==> src/rtl/multicycle_control_unit_pkg.sv <==
// Shared encodings for the multi-cycle RV32I controller:
// FSM states, opcodes, ALU codes and datapath mux selects.
package rv_ctrl_pkg;

    typedef logic [3:0] state_t;

    localparam state_t S_FETCH    = 4'd0;
    localparam state_t S_DECODE   = 4'd1;
    localparam state_t S_MEMADR   = 4'd2;
    localparam state_t S_MEMREAD  = 4'd3;
    localparam state_t S_MEMWB    = 4'd4;
    localparam state_t S_MEMWRITE = 4'd5;
    localparam state_t S_EXECR    = 4'd6;
    localparam state_t S_EXECI    = 4'd7;
    localparam state_t S_ALUWB    = 4'd8;
    localparam state_t S_BRANCH   = 4'd9;
    localparam state_t S_JAL      = 4'd10;
    localparam state_t S_TRAP     = 4'd11;

    localparam logic [6:0] OP_LOAD   = 7'b0000011;
    localparam logic [6:0] OP_STORE  = 7'b0100011;
    localparam logic [6:0] OP_RTYPE  = 7'b0110011;
    localparam logic [6:0] OP_ITYPE  = 7'b0010011;
    localparam logic [6:0] OP_BRANCH = 7'b1100011;
    localparam logic [6:0] OP_JAL    = 7'b1101111;

    localparam logic [2:0] F3_BEQ = 3'b000;
    localparam logic [2:0] F3_BNE = 3'b001;

    localparam logic [2:0] ALU_NONE = 3'b000;
    localparam logic [2:0] ALU_ADD  = 3'b010;
    localparam logic [2:0] ALU_SUB  = 3'b011;
    localparam logic [2:0] ALU_OR   = 3'b100;
    localparam logic [2:0] ALU_AND  = 3'b101;
    localparam logic [2:0] ALU_SLT  = 3'b110;

    localparam logic [1:0] ALUOP_ADD   = 2'b00;
    localparam logic [1:0] ALUOP_SUB   = 2'b01;
    localparam logic [1:0] ALUOP_FUNCT = 2'b10;
    localparam logic [1:0] ALUOP_NONE  = 2'b11;

    localparam logic [1:0] RES_ALUOUT = 2'b00;
    localparam logic [1:0] RES_DATA   = 2'b01;
    localparam logic [1:0] RES_ALURES = 2'b10;

    localparam logic [1:0] SRCA_PC    = 2'b00;
    localparam logic [1:0] SRCA_OLDPC = 2'b01;
    localparam logic [1:0] SRCA_RS1   = 2'b10;

    localparam logic [1:0] SRCB_RS2  = 2'b00;
    localparam logic [1:0] SRCB_IMM  = 2'b01;
    localparam logic [1:0] SRCB_FOUR = 2'b10;

    localparam logic [1:0] IMM_I = 2'b00;
    localparam logic [1:0] IMM_S = 2'b01;
    localparam logic [1:0] IMM_B = 2'b10;
    localparam logic [1:0] IMM_J = 2'b11;

    function automatic logic [1:0] imm_sel(input logic [6:0] op);
        logic [1:0] sel;
        sel = IMM_I;
        case (op)
            OP_STORE:  sel = IMM_S;
            OP_BRANCH: sel = IMM_B;
            OP_JAL:    sel = IMM_J;
            default:   sel = IMM_I;
        endcase
        return sel;
    endfunction

endpackage

==> src/rtl/multicycle_control_unit_alu_decoder.sv <==
// ALU control decoder shared with the single-cycle core:
// maps ALU_op plus funct fields onto an ALU operation code.
module alu_decoder
    import rv_ctrl_pkg::*;
#(
    parameter int ALU_CTRL_W = 3
) (
    input  logic [1:0]            i_alu_op,
    input  logic [2:0]            i_funct3,
    input  logic                  i_op5,
    input  logic                  i_funct7_5,
    output logic [ALU_CTRL_W-1:0] o_alu_control
);

    logic [2:0] w_code;

    always_comb begin
        w_code = ALU_NONE;
        case (i_alu_op)
            ALUOP_ADD: w_code = ALU_ADD;
            ALUOP_SUB: w_code = ALU_SUB;
            ALUOP_FUNCT: begin
                case (i_funct3)
                    3'b000:  w_code = (i_op5 & i_funct7_5) ? ALU_SUB : ALU_ADD;
                    3'b010:  w_code = ALU_SLT;
                    3'b110:  w_code = ALU_OR;
                    3'b111:  w_code = ALU_AND;
                    default: w_code = ALU_NONE;
                endcase
            end
            default: w_code = ALU_NONE;
        endcase
    end

    assign o_alu_control = ALU_CTRL_W'(w_code);

endmodule

==> src/rtl/multicycle_control_unit.sv <==
// Moore FSM controller for the multi-cycle RV32I datapath
// (fetch/decode/execute/memory/writeback over one ALU and memory).
module multicycle_control_unit
    import rv_ctrl_pkg::*;
#(
    parameter int ALU_CTRL_W      = 3,
    parameter bit SUPPORT_JAL     = 1'b1,
    parameter bit SUPPORT_BNE     = 1'b1,
    parameter bit HALT_ON_ILLEGAL = 1'b1
) (
    input  logic                  i_clk,
    input  logic                  i_reset,
    input  logic [6:0]            i_op_code,
    input  logic [2:0]            i_funct3,
    input  logic                  i_funct7_5,
    input  logic                  i_zero,
    output logic                  o_PC_Write,
    output logic                  o_Adr_Src,
    output logic                  o_Mem_write,
    output logic                  o_IR_Write,
    output logic [1:0]            o_Result_Src,
    output logic [1:0]            o_ALU_SrcA,
    output logic [1:0]            o_ALU_SrcB,
    output logic [1:0]            o_ImmSrc,
    output logic                  o_Reg_write,
    output logic [ALU_CTRL_W-1:0] o_ALU_Control,
    output logic                  o_instr_retired,
    output logic                  o_illegal_instr
);

    state_t                r_state;
    state_t                w_next;
    logic                  r_illegal;
    logic                  w_illegal;
    logic                  w_take;
    logic [1:0]            w_alu_op;
    logic [ALU_CTRL_W-1:0] w_alu_ctrl;

    always_comb begin
        w_illegal = 1'b1;
        case (i_op_code)
            OP_LOAD, OP_STORE, OP_RTYPE, OP_ITYPE: w_illegal = 1'b0;
            OP_BRANCH: w_illegal = !((i_funct3 == F3_BEQ) ||
                                     (SUPPORT_BNE && (i_funct3 == F3_BNE)));
            OP_JAL:  w_illegal = !SUPPORT_JAL;
            default: w_illegal = 1'b1;
        endcase
    end

    assign w_take = ((i_funct3 == F3_BEQ) && i_zero) ||
                    (SUPPORT_BNE && (i_funct3 == F3_BNE) && !i_zero);

    always_ff @(posedge i_clk) begin
        if (i_reset) begin
            r_state <= S_FETCH;
        end else begin
            r_state <= w_next;
        end
    end

    // Sticky: only reset clears a detected illegal instruction
    always_ff @(posedge i_clk) begin
        if (i_reset) begin
            r_illegal <= 1'b0;
        end else if ((r_state == S_DECODE) && w_illegal) begin
            r_illegal <= 1'b1;
        end
    end

    always_comb begin
        w_next = S_FETCH;
        case (r_state)
            S_FETCH: w_next = S_DECODE;
            S_DECODE: begin
                if (w_illegal) begin
                    w_next = HALT_ON_ILLEGAL ? S_TRAP : S_FETCH;
                end else begin
                    case (i_op_code)
                        OP_LOAD, OP_STORE: w_next = S_MEMADR;
                        OP_RTYPE:  w_next = S_EXECR;
                        OP_ITYPE:  w_next = S_EXECI;
                        OP_BRANCH: w_next = S_BRANCH;
                        OP_JAL:    w_next = S_JAL;
                        default:   w_next = S_FETCH;
                    endcase
                end
            end
            S_MEMADR:   w_next = (i_op_code == OP_LOAD) ? S_MEMREAD : S_MEMWRITE;
            S_MEMREAD:  w_next = S_MEMWB;
            S_MEMWB:    w_next = S_FETCH;
            S_MEMWRITE: w_next = S_FETCH;
            S_EXECR:    w_next = S_ALUWB;
            S_EXECI:    w_next = S_ALUWB;
            S_ALUWB:    w_next = S_FETCH;
            S_BRANCH:   w_next = S_FETCH;
            S_JAL:      w_next = S_ALUWB;
            S_TRAP:     w_next = S_TRAP;
            default:    w_next = S_FETCH;
        endcase
    end

    always_comb begin
        o_PC_Write      = 1'b0;
        o_Adr_Src       = 1'b0;
        o_Mem_write     = 1'b0;
        o_IR_Write      = 1'b0;
        o_Result_Src    = RES_ALUOUT;
        o_ALU_SrcA      = SRCA_PC;
        o_ALU_SrcB      = SRCB_RS2;
        o_ImmSrc        = IMM_I;
        o_Reg_write     = 1'b0;
        o_instr_retired = 1'b0;
        w_alu_op        = ALUOP_NONE;
        if (!i_reset) begin
            o_ImmSrc = imm_sel(i_op_code);
            case (r_state)
                S_FETCH: begin
                    o_IR_Write   = 1'b1;
                    o_PC_Write   = 1'b1;
                    o_ALU_SrcB   = SRCB_FOUR;
                    o_Result_Src = RES_ALURES;
                    w_alu_op     = ALUOP_ADD;
                end
                S_DECODE: begin
                    o_ALU_SrcA      = SRCA_OLDPC;
                    o_ALU_SrcB      = SRCB_IMM;
                    w_alu_op        = ALUOP_ADD;
                    o_instr_retired = w_illegal && !HALT_ON_ILLEGAL;
                end
                S_MEMADR: begin
                    o_ALU_SrcA = SRCA_RS1;
                    o_ALU_SrcB = SRCB_IMM;
                    w_alu_op   = ALUOP_ADD;
                end
                S_MEMREAD: begin
                    o_Adr_Src = 1'b1;
                end
                S_MEMWB: begin
                    o_Result_Src    = RES_DATA;
                    o_Reg_write     = 1'b1;
                    o_instr_retired = 1'b1;
                end
                S_MEMWRITE: begin
                    o_Adr_Src       = 1'b1;
                    o_Mem_write     = 1'b1;
                    o_instr_retired = 1'b1;
                end
                S_EXECR: begin
                    o_ALU_SrcA = SRCA_RS1;
                    w_alu_op   = ALUOP_FUNCT;
                end
                S_EXECI: begin
                    o_ALU_SrcA = SRCA_RS1;
                    o_ALU_SrcB = SRCB_IMM;
                    w_alu_op   = ALUOP_FUNCT;
                end
                S_ALUWB: begin
                    o_Reg_write     = 1'b1;
                    o_instr_retired = 1'b1;
                end
                S_BRANCH: begin
                    o_ALU_SrcA      = SRCA_RS1;
                    w_alu_op        = ALUOP_SUB;
                    o_PC_Write      = w_take;
                    o_instr_retired = 1'b1;
                end
                S_JAL: begin
                    o_ALU_SrcA = SRCA_OLDPC;
                    o_ALU_SrcB = SRCB_FOUR;
                    w_alu_op   = ALUOP_ADD;
                    o_PC_Write = 1'b1;
                end
                default: begin
                    w_alu_op = ALUOP_NONE;
                end
            endcase
        end
    end

    alu_decoder #(
        .ALU_CTRL_W (ALU_CTRL_W)
    ) u_alu_decoder (
        .i_alu_op      (w_alu_op),
        .i_funct3      (i_funct3),
        .i_op5         (i_op_code[5]),
        .i_funct7_5    (i_funct7_5),
        .o_alu_control (w_alu_ctrl)
    );

    assign o_ALU_Control   = i_reset ? '0 : w_alu_ctrl;
    assign o_illegal_instr = i_reset ? 1'b0 : r_illegal;

endmodule

==> config.mk <==
export PLATFORM = sky130hd
export DESIGN_NAME = multicycle_control_unit
export DESIGN_NICKNAME = d
export VERILOG_FILES = /design/src/rtl/multicycle_control_unit_pkg.sv /design/src/rtl/multicycle_control_unit_alu_decoder.sv /design/src/rtl/multicycle_control_unit.sv
export SDC_FILE = /design/constraint.sdc
export NUM_CORES = 1
export LEC_CHECK = 0
export ABC_AREA = 1
export CAP_MARGIN = 5
export CORE_UTILIZATION = 35
export CTS_CLUSTER_DIAMETER = 80
export DETAILED_ROUTE_END_ITERATION = 10
export PLACE_DENSITY = 0.75
export SYNTH_ARGS = -nofsm -noshare
export SYNTH_HDL_FRONTEND = slang
export SYNTH_SLANG_ARGS = --single-unit
==> constraint.sdc <==
create_clock -name i_clk -period 1.3 [get_ports i_clk]
set_clock_uncertainty 0.15 [all_clocks]
set_input_delay 0.13 -clock i_clk [delete_from_list [all_inputs] [get_ports i_clk]]
set_output_delay 0.13 -clock i_clk [all_outputs]
set_load 0.005 [all_outputs]
==> results of run 1 <==
## what timing repair did
item | 4_1_cts
pin swaps | 21
resized for setup | 153
buffers inserted | 15
setup endpoints to repair | 23
## logic make-up after synthesis
| family | count (synthesis) | share of synthesized area |
|---|---|---|
| and+or+nand+nor | 59 | 0.446 |
| DFF | 5 | 0.162 |
| xor gates and xnor gates | 1 | 0.0142 |
| AOI/OAI and AO/OA | 27 | 0.243 |
| buffers and inverters | 21 | 0.134 |
## stage by stage
step / setup TNS (ns) / hold slack [ns] / worst slack [ns] / instance area (sq um) / util
3_3_place_gp: -9.82 / 0.296 / -0.607 / 1170 / 0.740
3_5_place_dp: -10.68 / 0.309 / -0.709 / 1170 / 0.740
4_1_cts: -6.00 / 0.239 / -0.515 / 1410 / 0.896
2_1_floorplan: 0 / 0.140 / 0.0126 / 617 / -
## per-layer routing
| layer | GRT overflow | GRT usage |
|---|---|---|
| met3 | 0 | 0.392 |
| met1 | 0 | 0.525 |
| met4 | 1 | 0.618 |
| met5 | 0 | 0.0571 |
| met2 | 7 | 0.827 |
==> summary.md, run 1 <==
| Metric | Value |
|---|---|
| Cell row count | 14 |
| Synth top cells by count | 21 x nand2_1, 18 x nor2_1, 17 x inv_1, 14 x a21oi_1, 8 x nand3_1 |
| #FFs+latches synth | 5 |
| CTS buffer count | 3 |
| GR Overflow Total | 8 |
| Synth top area cells | dfxtp_1 16%, nand2_1 13%, a21oi_1 11% |
| Sequential-to-total area share from yosys stat | 0.162 |
| Ports | 32 |
| Crit. endpoint post-GRT repair | o_ALU_Control[0] |
| Maximum root-to-sink buffer count | 2 |
| Clock tree sinks | 5 |
| Err | [ERROR GRT-0232] Routing congestion too high. Check the congestion heatmap in the GUI. |
| Largest net degree at the start of global routing | 10 |
| Die height | 44.0 microns |
| Worst ep type | top-level output |
| Synth area leader | dfxtp_1 |
| Status | aborted with a tool error |
| RePlAce Congestion | 0.861 |
| Mapped Area | 617 sq um |
| CTS Root Cell | clkbuf_4 |
| Async set-or-reset flop fraction in the synthesized netlist | 0 |
| Mean Syn Cell Area | 5.46 sq um |
| Initial Util | 0.391 |
| Synth unique cells | 23 |
| Dpl hpwl | 1810 microns |
| Most numerous cell in the Yosys netlist | nand2_1 |
| Synth Instances | 113 |
| Ys flop type | dfxtp_1 |
| Share of the synthesized area in the top cell type | 0.162 |
| Syn Nets | 127 |
| Total track usage | 0.583 |
| # hold bufs at CTS | 0 |
| H-tree depth | 1 |
| Failing step | global routing (5_1_grt) |
| Ys Warns | 0 |
| Placed insts | 187 |
| Chip Width | 44.0 microns |
| Post-synth EDFFs | 0 |
| # port buffers | 31 |
==> inputs of run 2 (changes only) <==
Settings changed: CORE_AREA from default to 2 2 63 65, CORE_UTILIZATION 35 to default, CTS_CLUSTER_DIAMETER 80 to default, DIE_AREA from default to 0 0 65 67, PLACE_DENSITY 0.75 to default, PLACE_DENSITY_LB_ADDON from default to 0.15.
Clock period 1.3 ns to 1.7 ns, I/O delays scaled along.
==> run 2 against run 1 <==
  * The flow now finishes without violations
  * Area after synthesis unchanged
  * Synthesized cell count unchanged
==> summary.md, run 2 <==
| Metric | Value |
|---|---|
| Status | finished, final reports clean |
| Largest regs | r_state x4, r_illegal x1 |
| GR Overflow Total | 0 |
| Hold path depth | 2 |
| Clock network fraction of total power | 0.189 |
| Worst skew pair latency | 0.22 ns |
| First-pass GRT wire length | 4060 microns |
| CP max stage cell | dfxtp_2 |
| Cells along the critical path | buf_6, nor2_4, buf_4, a21oi_2, nand2_1, nand2_1, nand2_1, o21a_1, buf_2 |
| Tcrit/Tclk final | 0.992 |
| Antenna violations before repair | 0 |
| Layout Nets | 205 |
| Worst-Margin Slew | 0.195 ns |
| Biggest register | r_state |
| Die height | 67 microns |
| Leak pwr | 0.709 nW |
| CP most frequent cell | nand2_1 |
| Placed insts | 222 |
| Final instance area | 1420 sq um |
| Dpl cell area | 1220 sq um |
| RSZ-0062 raised after global routing | true |
| Relative slew slack | 0.869 |
| Worst reg-to-reg path cell count | 12 |
| Chip Width | 65 microns |
| RePlAce Congestion | 0.825 |
| Max_cap viols | 0 |
| Routed Antenna Nets | 0 |
| Worst VDD drop | 269 uV |
| CP Class | flip-flop to output pin |
| Fillers | 388 |
| DRT iter0 DRCs | 51 |
| Max Freq | 0.593 GHz |
| # port buffers | 31 |
| Sequential-to-total area share from yosys stat | 0.162 |
| Clock transition at path regs | 0.04 ns |
| Ys flop type | dfxtp_1 |
| R2r startpoint | r_state[2] |
| Critical path launch point type | flip-flop |
| Residual DRC | 0 |
| Synth Instances | 113 |
| Pwr Density | 813 nW/um^2 |
| Synth top area cells | dfxtp_1 16%, nand2_1 13%, a21oi_1 11% |
| Setup violation total in the final timing report | 0 |
| Non-filler cells, final | 238 |
| Maximum root-to-sink buffer count | 2 |
| Most numerous cell in the Yosys netlist | nand2_1 |
| Final min period | 1.69 ns |
| Max-slew violation count | 0 |
| Total track usage | 0.118 |
| CP endpoint kind | output pin |
| Syn Nets | 127 |
| Commonest non-fill, non-tap cell in the layout | buf_4 |
| Synth area leader | dfxtp_1 |
| #FFs+latches synth | 5 |
| Hold slack final | 0.307 ns |
| Worst Path Arrival | 1.37 ns |
| Core Footprint | 3610 sq um |
| CP startpoint | r_state[2] |
| Routed wire length | 2410 microns |
| Cell internal pwr | 0.000718 W |
| Cell row count | 22 |
| Reg2Reg Setup Slack | 0.12 ns |
| Area grow syn2layout | 130% |
| Share of the synthesized area in the top cell type | 0.162 |
| Logic pwr share | 0.655 |
| Dpl hpwl | 1870 microns |
| DRT Pass-1 Iters | 4 |
| Drt wl/cell | 10.1 microns |
| Die area | 4360 sq um |
| Commonest cells after routing, fill and taps aside | 38 x buf_4, 21 x nand2_1, 12 x nor2_1, 12 x a21oi_1, 12 x clkdlybuf4s50_1 |
| Worst min path class | flip-flop to flip-flop |
| H-tree depth | 1 |
| CTS Root Cell | clkbuf_8 |
| Hold path endpoint | r_illegal |
| Hold Path Origin | r_illegal |
| CP Data Required Time | 1.38 ns |
| Vias in the first global route | 993 |
| Antenna fix cells | 0 |
| Vias/cell | 4.16 |
| CTS buffer count | 3 |
| Mapped Area | 617 sq um |
| Sw Ratio | 0.377 |
| Ports | 32 |
| Psw | 0.000434 W |
| Clock tree sinks | 5 |
| Synth top cells by count | 21 x nand2_1, 18 x nor2_1, 17 x inv_1, 14 x a21oi_1, 8 x nand3_1 |
| Initial Util | 0.171 |
| Mean Syn Cell Area | 5.46 sq um |
| Vias | 990 |
| Largest net degree at the start of global routing | 8 |
| Reg power frac | 0.155 |
| Slowest cell delay on critical path | 0.33 ns |
| Utilization after layout | 0.393 |
| Async set-or-reset flop fraction in the synthesized netlist | 0 |
| Synth unique cells | 23 |
| CP max FO | 3 |
| Post-synth EDFFs | 0 |
| Total negative setup slack | 0 ns |
| Max reg flops | 4 |
| Ys Warns | 0 |
| Share of layout cells above drive strength 1 | 0.505 |
| Worst r2r dst | r_state[2] |
| Hold Fails Final Rpt | 0 |
| CTS tree | done |
## run 2: cell type report
class | instances | area [sq um] | share of cell area
clock buffers | 3 | 41.3 | 0.0292
clock inverters | 1 | 5.00 | 0.00353
inverters | 19 | 78.8 | 0.0557
multi-input cells | 87 | 523 | 0.369
flip-flops and latches | 5 | 110 | 0.0777
well taps | 48 | 60.1 | 0.0424
repair buffers | 75 | 598 | 0.422
## run 2: what timing repair did
action / 4_1_cts / 5_1_grt
endpoints found under the setup margin: 18 / 14
hold buffers: 0 / 0
cloned: 0 / 0
buffers inserted: 10 / 3
pin swaps: 6 / 8
resized for setup: 69 / 27
## run 2: through the flow
| stage | worst slack [ns] | power (W) |
|---|---|---|
| floorplan | 0.373 | 0.000428 |
| global placement | -0.308 | 0.000797 |
| detailed placement | -0.305 | 0.000795 |
| CTS | -0.0418 | 0.00109 |
| global route | -0.0524 | 0.00125 |
| finish | 0.0143 | 0.00115 |
## run 2: logic make-up after synthesis
family / count (synthesis) / share of synthesized area
xor+xnor: 1 / 0.0142
buf+inv: 21 / 0.134
flops: 5 / 0.162
simple gates: 59 / 0.446
compound gates: 27 / 0.243
## run 2: routing by layer
metal,global-route usage,part of all wire,up-vias
met5,0,0,-
met4,0.0399,0.0062,0
met3,0.0135,0.035,2
met2,0.223,0.51,23
met1,0.137,0.45,441
li1,-,-,524
## run 2: power by group through the flow
| stage | combinational, W | sequential, W | clock (W) |
|---|---|---|---|
| 2_1_floorplan | 0.000258 | 0.000170 | 0 |
| 4_1_cts | 0.000687 | 0.000177 | 0.000228 |
| 3_3_place_gp | 0.000627 | 0.000170 | 0 |
| 5_1_grt | 0.000823 | 0.000184 | 0.000239 |
| 6_report | 0.000754 | 0.000179 | 0.000218 |
| 3_5_place_dp | 0.000625 | 0.000170 | 0 |
## run 2: how the worst max path moves through the flow
stage | end | cells past startpoint
detailed placement | o_ALU_Control[0] | 6
finish | o_ALU_Control[0] | 9
floorplan | o_ALU_Control[0] | 8
global placement | o_ALU_Control[1] | 4
CTS | o_ALU_Control[0] | 10
global route | o_ALU_Control[0] | 9
## run 2: worst max-delay path: cells and delay by family (launching register included)
| kind | cells | cell delay [ns] |
|---|---|---|
| AOI/OAI and AO/OA | 2 | 0.22 |
| buffers and inverters | 3 | 0.37 |
| DFF | 1 | 0.33 |
| and+or+nand+nor | 4 | 0.25 |
(Power assumes the default switching activity.)
==> inputs of run 3 (changes only) <==
Settings changed: SETUP_SLACK_MARGIN from default to 0.4, SLEW_MARGIN from default to 0.
==> run 3 against run 2 <==
  * Non-clock buffer count increased by 2
  * Die area unchanged
  * Fmax increased by 0.82%
  * Cell area increased by 5.8%
  * Count of clock-buffer cells in the layout unchanged
  * Global-route usage increased by 0.68 points
==> summary.md, run 3 (synthesis results as in run 2) <==
| Metric | Value |
|---|---|
| Status | finished, final reports clean |
| Routed wire length | 2490 microns |
| Top cell family by delay on the critical path | buffers and inverters |
| Clock tree sinks | 5 |
| Ports | 32 |
| Critical path launch point type | flip-flop |
| Initial Util | 0.171 |
| Largest regs | r_state x4, r_illegal x1 |
| Worst min path class | input port to flip-flop |
| Clock transition at path regs | 0.04 ns |
| Relative slew slack | 0.871 |
| Final Worst Setup Slack | 0.0281 ns |
| Fillers | 388 |
| Utilization after layout | 0.416 |
| Antenna violations before repair | 0 |
| Cells along the critical path | inv_2, nand2_2, buf_4, a211oi_1, clkdlybuf4s15_2 |
| Vias in the first global route | 972 |
| Dpl cell area | 1210 sq um |
| Max_cap viols | 0 |
| Core Footprint | 3610 sq um |
| Chip Width | 65 microns |
| Pwr Total | 0.00119 W |
| Commonest cells after routing, fill and taps aside | 34 x buf_4, 15 x nand2_1, 15 x buf_2 |
| Hold Fails Final Rpt | 0 |
| Cell row count | 22 |
| Worst skew pair latency | 0.22 ns |
| Worst-Margin Slew | 0.193 ns |
| CP max FO | 3 |
| Maximum root-to-sink buffer count | 2 |
| CP endpoint kind | output pin |
| Layout Nets | 207 |
| CTS tree | done |
| Max-slew violation count | 0 |
| # hold bufs at CTS | 0 |
| Slowest cell delay on critical path | 0.32 ns |
| Die height | 67 microns |
| H-tree depth | 1 |
| RePlAce Congestion | 0.852 |
| DRT iter0 DRCs | 30 |
| CP Class | flip-flop to output pin |
| Tcrit/Tclk final | 0.983 |
| Leak pwr | 0.719 nW |
| # port buffers | 31 |
| Worst Path Arrival | 1.35 ns |
| Largest net degree at the start of global routing | 8 |
| DRT Pass-1 Iters | 3 |
| Commonest non-fill, non-tap cell in the layout | buf_4 |
| Hold slack final | 0.205 ns |
| Max reg flops | 4 |
| CTS buffer count | 3 |
| Drt wl/cell | 10.4 microns |
| Total track usage | 0.125 |
| Pwr Density | 794 nW/um^2 |
| Area grow syn2layout | 143% |
| Vias | 984 |
| CTS Root Cell | clkbuf_8 |
| Antenna fix cells | 0 |
| Residual DRC | 0 |
| Max Freq | 0.598 GHz |
| Biggest register | r_state |
| Share of layout cells above drive strength 1 | 0.651 |
| RSZ-0062 raised after global routing | true |
| Die area | 4360 sq um |
| Final instance area | 1500 sq um |
| Setup violation total in the final timing report | 0 |
| Final min period | 1.67 ns |
| GR Overflow Total | 0 |
| Bufs and invs on worst path | 3 |
| Dpl hpwl | 1860 microns |
| Worst VDD drop | 371 uV |
| Vias/cell | 4.10 |
| Routed Antenna Nets | 0 |
| Pre-CTS setup slack | -0.351 ns |
| CP max stage cell | dfxtp_2 |
| CP Data Required Time | 1.38 ns |
| First-pass GRT wire length | 4300 microns |
-- run 3: changes by cell type in the layout (fill, tap and decap cells not counted), sizes merged --
cell	previous run	this run
buf	51	61
clkdlybuf4s50	12	5
dlygate4sd2	5	2
clkdlybuf4s15	2	4
-- run 3: routing by layer --
layer | GRT usage | vias to the layer above | part of all wire | routed length, microns
met1 | 0.149 | 437 | 0.44 | 1100
met3 | 0.0236 | 0 | 0.043 | 108
met4 | 0.0293 | 0 | 0 | 0
li1 | - | 526 | - | -
met5 | 0 | - | 0 | 0
met2 | 0.229 | 21 | 0.52 | 1280
-- run 3: worst paths after layout --
kind	slack, ns	cells past startpoint	start	end
min reg2reg	0.32	2	r_illegal	r_illegal
min	0.21	4	i_op_code[5]	r_state[1]
max reg2reg	0.21	9	r_state[2]	r_state[0]
max	0.03	5	r_state[2]	o_Reg_write
-- run 3: timing repair --
item | 4_1_cts | 5_1_grt
setup buffers | 14 | 1
pin swaps | 28 | 14
gates resized for setup | 135 | 22
endpoints found under the setup margin | 23 | 23
-- run 3: per-stage QoR --
step           cells  TNS (ns)
2_1_floorplan    113         0
3_3_place_gp     221     -3.26
3_5_place_dp     221     -3.45
4_1_cts          239         0
5_1_grt          240    -0.156
6_report         240         0
-- run 3: area by class of cell --
type,instances,area [sq um],share of cell area
clock buffers,3,41.3,0.0275
clock inverters,1,5.00,0.00334
inverters,19,73.8,0.0492
multi-input cells,87,606,0.404
flip-flops and latches,5,113,0.0751
well taps,48,60.1,0.0401
repair buffers,77,601,0.401
-- run 3: power breakdown --
group	internal, W	leakage (nW)	switching (W)
clock network	0.000157	0.0255	0.0000564
logic	0.000425	0.650	0.000366
registers	0.000151	0.0436	0.0000342
total	0.000734	0.719	0.000457
-- run 3: tightest hold or removal path, stage by stage --
cell	delay, ns
clkbuf_2	0.15
nor2_1	0.07
nand4_1	0.08
a31oi_1	0.06
==> inputs of run 4 (changes only) <==
Settings changed: ABC_CLOCK_PERIOD_IN_PS from default to 1700.
==> results of run 4 <==
No change in the layout: final DEF, timing and power equal those of run 3.
